==> config.mk <==
export PLATFORM = sky130hd
export DESIGN_NAME = hqc_encap_ct_streamer
export DESIGN_NICKNAME = d
export VERILOG_FILES = /design/src/rtl/hqc_encap_ct_streamer.sv
export SDC_FILE = /design/constraint.sdc
export NUM_CORES = 1
export LEC_CHECK = 0
export CORE_ASPECT_RATIO = 1.5
export CORE_MARGIN = 4
export CORE_UTILIZATION = 50
export CTS_CLUSTER_SIZE = 16
export DETAILED_ROUTE_END_ITERATION = 10
export PLACE_DENSITY_LB_ADDON = 0.25
export RECOVER_POWER = 100
export SLEW_MARGIN = 10
export SYNTH_ARGS = -nofsm -noshare
export SYNTH_HDL_FRONTEND = slang
export SYNTH_SLANG_ARGS = --single-unit
==> constraint.sdc <==
create_clock -name clk_i -period 12.73 [get_ports clk_i]
set_input_delay 1.273 -clock clk_i [delete_from_list [all_inputs] [get_ports clk_i]]
set_output_delay 1.273 -clock clk_i [all_outputs]
set_load 0.05 [all_outputs]
==> src/rtl/hqc_encap_ct_streamer.sv <==
// Reads the HQC encapsulation result RAMs (u, v, d, ss) after encap completes and
// emits them as a 32-bit valid/ready byte stream in wire order with keep and tags.
module hqc_encap_ct_streamer #(
    parameter string PARAMETER_SET = "hqc256",
    parameter int    RAMWIDTH      = 128,
    parameter int    U_BYTES       = (PARAMETER_SET == "hqc128") ? 2209 :
                                     (PARAMETER_SET == "hqc192") ? 4482 : 7205,
    parameter int    V_BYTES       = (PARAMETER_SET == "hqc128") ? 2208 :
                                     (PARAMETER_SET == "hqc192") ? 4480 : 7200,
    parameter int    D_WORDS       = 16,
    parameter int    SS_WORDS      = 16,
    parameter int    ADDR_W        = $clog2((U_BYTES + 15) / 16)
) (
    input  logic                clk_i,
    input  logic                rst_ni,
    input  logic                start_i,
    output logic                busy_o,
    output logic                encap_out_en_o,
    output logic [1:0]          encap_out_type_o,
    output logic [ADDR_W-1:0]   encap_out_addr_o,
    input  logic [RAMWIDTH-1:0] encap_out_i,
    output logic [31:0]         dout_o,
    output logic [3:0]          dout_keep_o,
    output logic [1:0]          dout_type_o,
    output logic                dout_last_sec_o,
    output logic                dout_last_o,
    output logic                dout_valid_o,
    input  logic                dout_ready_i
);

    localparam int CNT_W   = 16;
    localparam int U_WORDS = (U_BYTES + 15) / 16;
    localparam int V_WORDS = (V_BYTES + 15) / 16;

    localparam logic [1:0] T_SS = 2'd0;
    localparam logic [1:0] T_D  = 2'd1;
    localparam logic [1:0] T_U  = 2'd2;
    localparam logic [1:0] T_V  = 2'd3;

    localparam logic [ADDR_W-1:0] U_LAST  = ADDR_W'(U_WORDS - 1);
    localparam logic [ADDR_W-1:0] V_LAST  = ADDR_W'(V_WORDS - 1);
    localparam logic [ADDR_W-1:0] D_LAST  = ADDR_W'(D_WORDS - 1);
    localparam logic [ADDR_W-1:0] SS_LAST = ADDR_W'(SS_WORDS - 1);

    localparam logic [CNT_W-1:0] U_LEN  = CNT_W'(U_BYTES);
    localparam logic [CNT_W-1:0] V_LEN  = CNT_W'(V_BYTES);
    localparam logic [CNT_W-1:0] D_LEN  = CNT_W'(D_WORDS);
    localparam logic [CNT_W-1:0] SS_LEN = CNT_W'(SS_WORDS);

    typedef enum logic [2:0] {
        S_IDLE,
        S_U,
        S_V,
        S_D,
        S_SS,
        S_FLUSH
    } state_e;

    state_e              state_q, state_d;
    logic [ADDR_W-1:0]   rd_addr_q, rd_addr_d;
    logic                rd_active;
    logic [1:0]          rd_type;
    logic [ADDR_W-1:0]   rd_last;
    state_e              rd_next;
    logic                issue;
    logic                infl_q;

    logic [RAMWIDTH-1:0] buf_q [2];
    logic [1:0]          tag_q [2];
    logic                wptr_q, rptr_q;
    logic [1:0]          cnt_q, cnt_d;

    logic [CNT_W-1:0]    out_cnt_q, out_cnt_d;
    logic [RAMWIDTH-1:0] head_word;
    logic [1:0]          head_tag;
    logic                head_valid;
    logic [CNT_W-1:0]    sec_len;
    logic [CNT_W-1:0]    remaining;
    logic [1:0]          beat_idx;
    logic [31:0]         slice;
    logic [3:0]          keep;
    logic                last_sec;
    logic                word_done;
    logic [CNT_W-1:0]    step;
    logic                hs;
    logic                pop;
    logic                final_hs;

    // Head-of-buffer beat selection: u/v count bytes, d/ss count 32-bit words.
    always_comb begin
        head_word  = buf_q[rptr_q];
        head_tag   = tag_q[rptr_q];
        head_valid = (cnt_q != 2'd0);
        beat_idx   = out_cnt_q[3:2];
        keep       = 4'hF;
        last_sec   = 1'b0;
        word_done  = 1'b1;
        step       = CNT_W'(1);
        unique case (head_tag)
            T_U:     sec_len = U_LEN;
            T_V:     sec_len = V_LEN;
            T_D:     sec_len = D_LEN;
            default: sec_len = SS_LEN;
        endcase
        remaining = sec_len - out_cnt_q;
        unique case (beat_idx)
            2'd0:    slice = head_word[RAMWIDTH-1  -: 32];
            2'd1:    slice = head_word[RAMWIDTH-33 -: 32];
            2'd2:    slice = head_word[RAMWIDTH-65 -: 32];
            default: slice = head_word[RAMWIDTH-97 -: 32];
        endcase
        if (head_tag[1]) begin
            step      = CNT_W'(4);
            last_sec  = (remaining <= CNT_W'(4));
            word_done = (beat_idx == 2'd3) || last_sec;
            if (remaining < CNT_W'(4)) begin
                unique case (remaining[1:0])
                    2'd1:    keep = 4'b1000;
                    2'd2:    keep = 4'b1100;
                    default: keep = 4'b1110;
                endcase
            end
        end else begin
            slice    = head_word[RAMWIDTH-1 -: 32];
            last_sec = (out_cnt_q == sec_len - CNT_W'(1));
        end
    end

    assign hs       = head_valid && dout_ready_i;
    assign pop      = hs && word_done;
    assign final_hs = hs && last_sec && (head_tag == T_SS);

    assign dout_valid_o    = head_valid;
    assign dout_keep_o     = head_valid ? keep : 4'b0000;
    assign dout_type_o     = head_valid ? head_tag : 2'd0;
    assign dout_last_sec_o = head_valid && last_sec;
    assign dout_last_o     = head_valid && last_sec && (head_tag == T_SS);
    assign dout_o          = head_valid ? (slice & {{8{keep[3]}}, {8{keep[2]}},
                                                    {8{keep[1]}}, {8{keep[0]}}}) : 32'd0;

    always_comb begin
        out_cnt_d = out_cnt_q;
        if (hs) begin
            out_cnt_d = last_sec ? '0 : out_cnt_q + step;
        end
    end

    // Address and type only advance when the returning read lands, so they hold
    // for the whole time a read is in flight; reads are therefore never back-to-back.
    always_comb begin
        state_d   = state_q;
        rd_addr_d = rd_addr_q;
        rd_active = 1'b0;
        rd_type   = T_SS;
        rd_last   = '0;
        rd_next   = S_IDLE;
        unique case (state_q)
            S_U:     begin rd_active = 1'b1; rd_type = T_U;  rd_last = U_LAST;  rd_next = S_V;     end
            S_V:     begin rd_active = 1'b1; rd_type = T_V;  rd_last = V_LAST;  rd_next = S_D;     end
            S_D:     begin rd_active = 1'b1; rd_type = T_D;  rd_last = D_LAST;  rd_next = S_SS;    end
            S_SS:    begin rd_active = 1'b1; rd_type = T_SS; rd_last = SS_LAST; rd_next = S_FLUSH; end
            default: ;
        endcase
        issue = rd_active && !infl_q && ((cnt_q != 2'd2) || pop);
        unique case (state_q)
            S_IDLE: begin
                if (start_i) begin
                    state_d   = S_U;
                    rd_addr_d = '0;
                end
            end
            S_FLUSH: begin
                if (final_hs) begin
                    state_d = S_IDLE;
                end
            end
            default: begin
                if (infl_q) begin
                    if (rd_addr_q == rd_last) begin
                        rd_addr_d = '0;
                        state_d   = rd_next;
                    end else begin
                        rd_addr_d = rd_addr_q + 1'b1;
                    end
                end
            end
        endcase
    end

    assign busy_o           = (state_q != S_IDLE);
    assign encap_out_en_o   = issue;
    assign encap_out_type_o = rd_type;
    assign encap_out_addr_o = rd_addr_q;

    assign cnt_d = cnt_q + {1'b0, infl_q} - {1'b0, pop};

    always_ff @(posedge clk_i or negedge rst_ni) begin
        if (!rst_ni) begin
            state_q   <= S_IDLE;
            rd_addr_q <= '0;
            infl_q    <= 1'b0;
            cnt_q     <= 2'd0;
            wptr_q    <= 1'b0;
            rptr_q    <= 1'b0;
            out_cnt_q <= '0;
        end else begin
            state_q   <= state_d;
            rd_addr_q <= rd_addr_d;
            infl_q    <= issue;
            cnt_q     <= cnt_d;
            out_cnt_q <= out_cnt_d;
            if (infl_q) begin
                wptr_q <= ~wptr_q;
            end
            if (pop) begin
                rptr_q <= ~rptr_q;
            end
        end
    end

    // The section tag is taken from the FSM while the read is still in flight.
    always_ff @(posedge clk_i or negedge rst_ni) begin
        if (!rst_ni) begin
            buf_q[0] <= '0;
            buf_q[1] <= '0;
            tag_q[0] <= 2'd0;
            tag_q[1] <= 2'd0;
        end else if (infl_q) begin
            buf_q[wptr_q] <= encap_out_i;
            tag_q[wptr_q] <= rd_type;
        end
    end

endmodule
==> run summary <==
status: complete, but fails checks
failing checks: max-capacitance violations, max-slew violations
Clock Root Buffer: clkbuf_16
CP max stage delay: 1440 ps
IO Pins: 186
most frequent cell on the critical path: a211oi_1
port bufs: 185
critical path endpoint category: primary output
fin crit share: 0.717
Seq cells post-synth: 293
Worst R2R Start: infl_q
Rel. slew slack: -3.22
Pwr per Cell Area: 305 mW/mm²
Avg WL per Cell: 21.4 µm
total number of vias: 10700
syn avg cell area: 11.5 µm²
switching power total: 2250 µW
CP Data Arrival Time: 7850 ps
Mapped Cells: 1266
HP Start: wptr_q
routability cong.: 0.941
leakage power: 0.00728 µW
Initial Utilization: 0.508
first-pass GRT wire length: 61100 µm
worst ir drop on vdd: 0.000265 V
fillcell total: 2413
async set or reset register ratio after synthesis: 1.00
dpl hpwl: 26200 µm
Die W: 147 µm
Clock transition at path regs: 60 ps
final hold violation count: 0
crit path buf inv count: 3
actual slew at the worst max-slew pin: 6330 ps
worst clock skew: 20.6 ps
Via density: 5.86
gr ovfl total: 0
Initial DRC Count: 563
CTS HTree Levels: 1
Layout area overhead: 21.1%
Post-Syn Area: 0.0146 mm²
# setup viols final: 0
post-synth top area cell: dfrtp_1
Post-synth EDFFs: 0
DIE AREA: 0.0320 mm²
core area: 0.0287 mm²
Final TNS setup: 0 ps
CTS tree: done
DRC violations left: 0
Sw Share: 0.418
post-synth top area share: 0.502
Routed Antenna Nets: 0
initial antenna violation count: 2
worst reg2reg path endpoint: buf_q[163]
Post-CTS Setup Inserts: 0
top post-synthesis cells by count: 293 x dfrtp_1, 260 x mux2_2, 85 x nor2_1, 78 x nand2_1, 77 x a21oi_1
std cell rows: 76
Netlist cell types: 64
final worst path period need: 9130 ps
Clock Sinks: 293
sequential fraction of the synthesis area: 0.502
Worst Hold End: wptr_q
CP max-delay cell: dfrtp_1
R2R setup slack: 4580 ps
CP delay by family, top: buffers and inverters
GRT Total Usage: 0.240
Reg2Reg Depth: 4
largest net degree at the start of global routing: 176
RSZ-0062 raised after global routing: false
clk buf depth: 3
Max Cap Violations: 9
drt total wl: 39000 µm
Hold Buf Count CTS: 0
top post-synthesis cells by area: dfrtp_1 50%, mux2_2 20%, mux2i_1 4.8%
Reg power frac: 0.309
fraction of layout cells with a size suffix above 1: 0.229
Clock Latency Late Sink: 580 ps
post-synthesis net count: 1412
worst hold stages: 1
CP Launch Type: flip-flop
Comb power frac: 0.529
Final Max Slew Viols: 514
Main synth FF type: dfrtp_1
crit-path cells: mux2i_1 -> inv_1 -> clkbuf_1 -> ha_1 -> or2_2 -> a21oi_1 -> a211o_1 -> a311oi_1 -> nand4b_1 -> nor4_1 -> a211oi_1 -> nand2b_1 -> a211oi_1 -> dlygate4sd3_1
most frequent cell after synthesis: dfrtp_1
Worst EP required: 11460 ps
total CTS buffers: 28
WS Path Type: reg -> out
Die H: 217 µm
vias in the first global route: 11100
internal power: 3140 µW
min-delay worst type: reg -> reg
CTS resizes: 0
Synth warnings: 0
fmax: 110 MHz
TritonRoute pass-1 iters: 5
# nets final: 1554
Crit Path Max Fanout: 32
clock power share: 0.162
final core occ: 0.616
layout make-up:
type	instances	area [µm²]	area share
sequential	293	7330	0.415
multi-input combinational	866	6850	0.388
timing repair buffer	199	1940	0.110
clock buffer	41	820	0.0464
tap	390	488	0.0276
clock inverter	11	160	0.00906
inverter	20	75.1	0.00425
antenna	1	2.50	0.000142
sequential cells by signal, summed over array words and instances (netlist names):
name	count
buf_q	256
infl_q	1
rptr_q	1
out_cnt_q	16
tag_q	4
state_q	3
encap_out_addr_o	9
cnt_q	2
wptr_q	1
per-stage QoR:
step	hold WS, ps	cell area, µm²	power (µW)	instances	setup slack (ps)
final	499	17700	5390	1821	3600
after global placement	487	16800	4460	1768	5760
after detailed placement	493	16800	4520	1768	5620
after floorplan	463	14600	3640	1266	6590
after CTS	508	17700	5410	1820	4980
after global routing	512	17700	5690	1820	3220
per-layer routing:
layer | track usage | part of all wire | up-vias
met2 | 0.422 | 0.51 | 299
li1 | - | - | 4882
met3 | 0.0427 | 0.056 | 80
met5 | 0 | 0.00033 | -
met4 | 0.0970 | 0.041 | 2
met1 | 0.291 | 0.39 | 5414
cells in the final DEF (no fill, tap or decap), types with 7 or more instances in the layout:
cell type / count
dfrtp_1: 291
mux2_2: 260
clkdlybuf4s50_1: 130
nor2_1: 84
nand2_1: 78
a21oi_1: 77
mux2i_1: 70
dlygate4sd3_1: 54
a221oi_1: 43
o22ai_1: 35
clkbuf_16: 28
nor2b_1: 27
nand3_1: 21
o21ai_0: 20
inv_1: 19
xnor2_1: 14
ha_1: 14
xor2_1: 12
clkbuf_1: 12
and2_1: 10
o2bb2ai_1: 9
nor3_1: 8
nand2b_1: 8
buf_4: 8
clkbuf_8: 7
cells by family (layout without fill, tap and decap cells):
group / after synthesis / in the layout / synth area share
AND/OR/NAND/NOR: 266 / 266 / 0.0865
flip-flops: 293 / 293 / 0.502
other: 0 / 1 / 0
multiplexers: 330 / 330 / 0.249
adder cells (fa/ha/maj): 14 / 14 / 0.0120
buffers and inverters: 107 / 271 / 0.0281
AO/OA/AOI/OAI: 230 / 230 / 0.107
XOR/XNOR: 26 / 26 / 0.0156
how the worst max path moves through the flow:
stage | startpoint | to | slack (ps) | cells past startpoint
2_1_floorplan | rptr_q | dout_o[10] | 6590 | 13
3_3_place_gp | rptr_q | dout_o[22] | 5760 | 15
3_5_place_dp | rptr_q | dout_o[23] | 5620 | 15
4_1_cts | rptr_q | dout_o[23] | 4980 | 15
5_1_grt | rptr_q | encap_out_en_o | 3220 | 14
6_report | rptr_q | encap_out_en_o | 3600 | 14
power groups by stage:
stage	logic, µW	registers, µW	clock network, µW
4_1_cts	2850	1670	892
2_1_floorplan	2050	1590	0
6_report	2850	1670	873
3_5_place_dp	2830	1690	0
5_1_grt	3040	1720	927
3_3_place_gp	2800	1660	0
(Power assumes the default switching activity.)
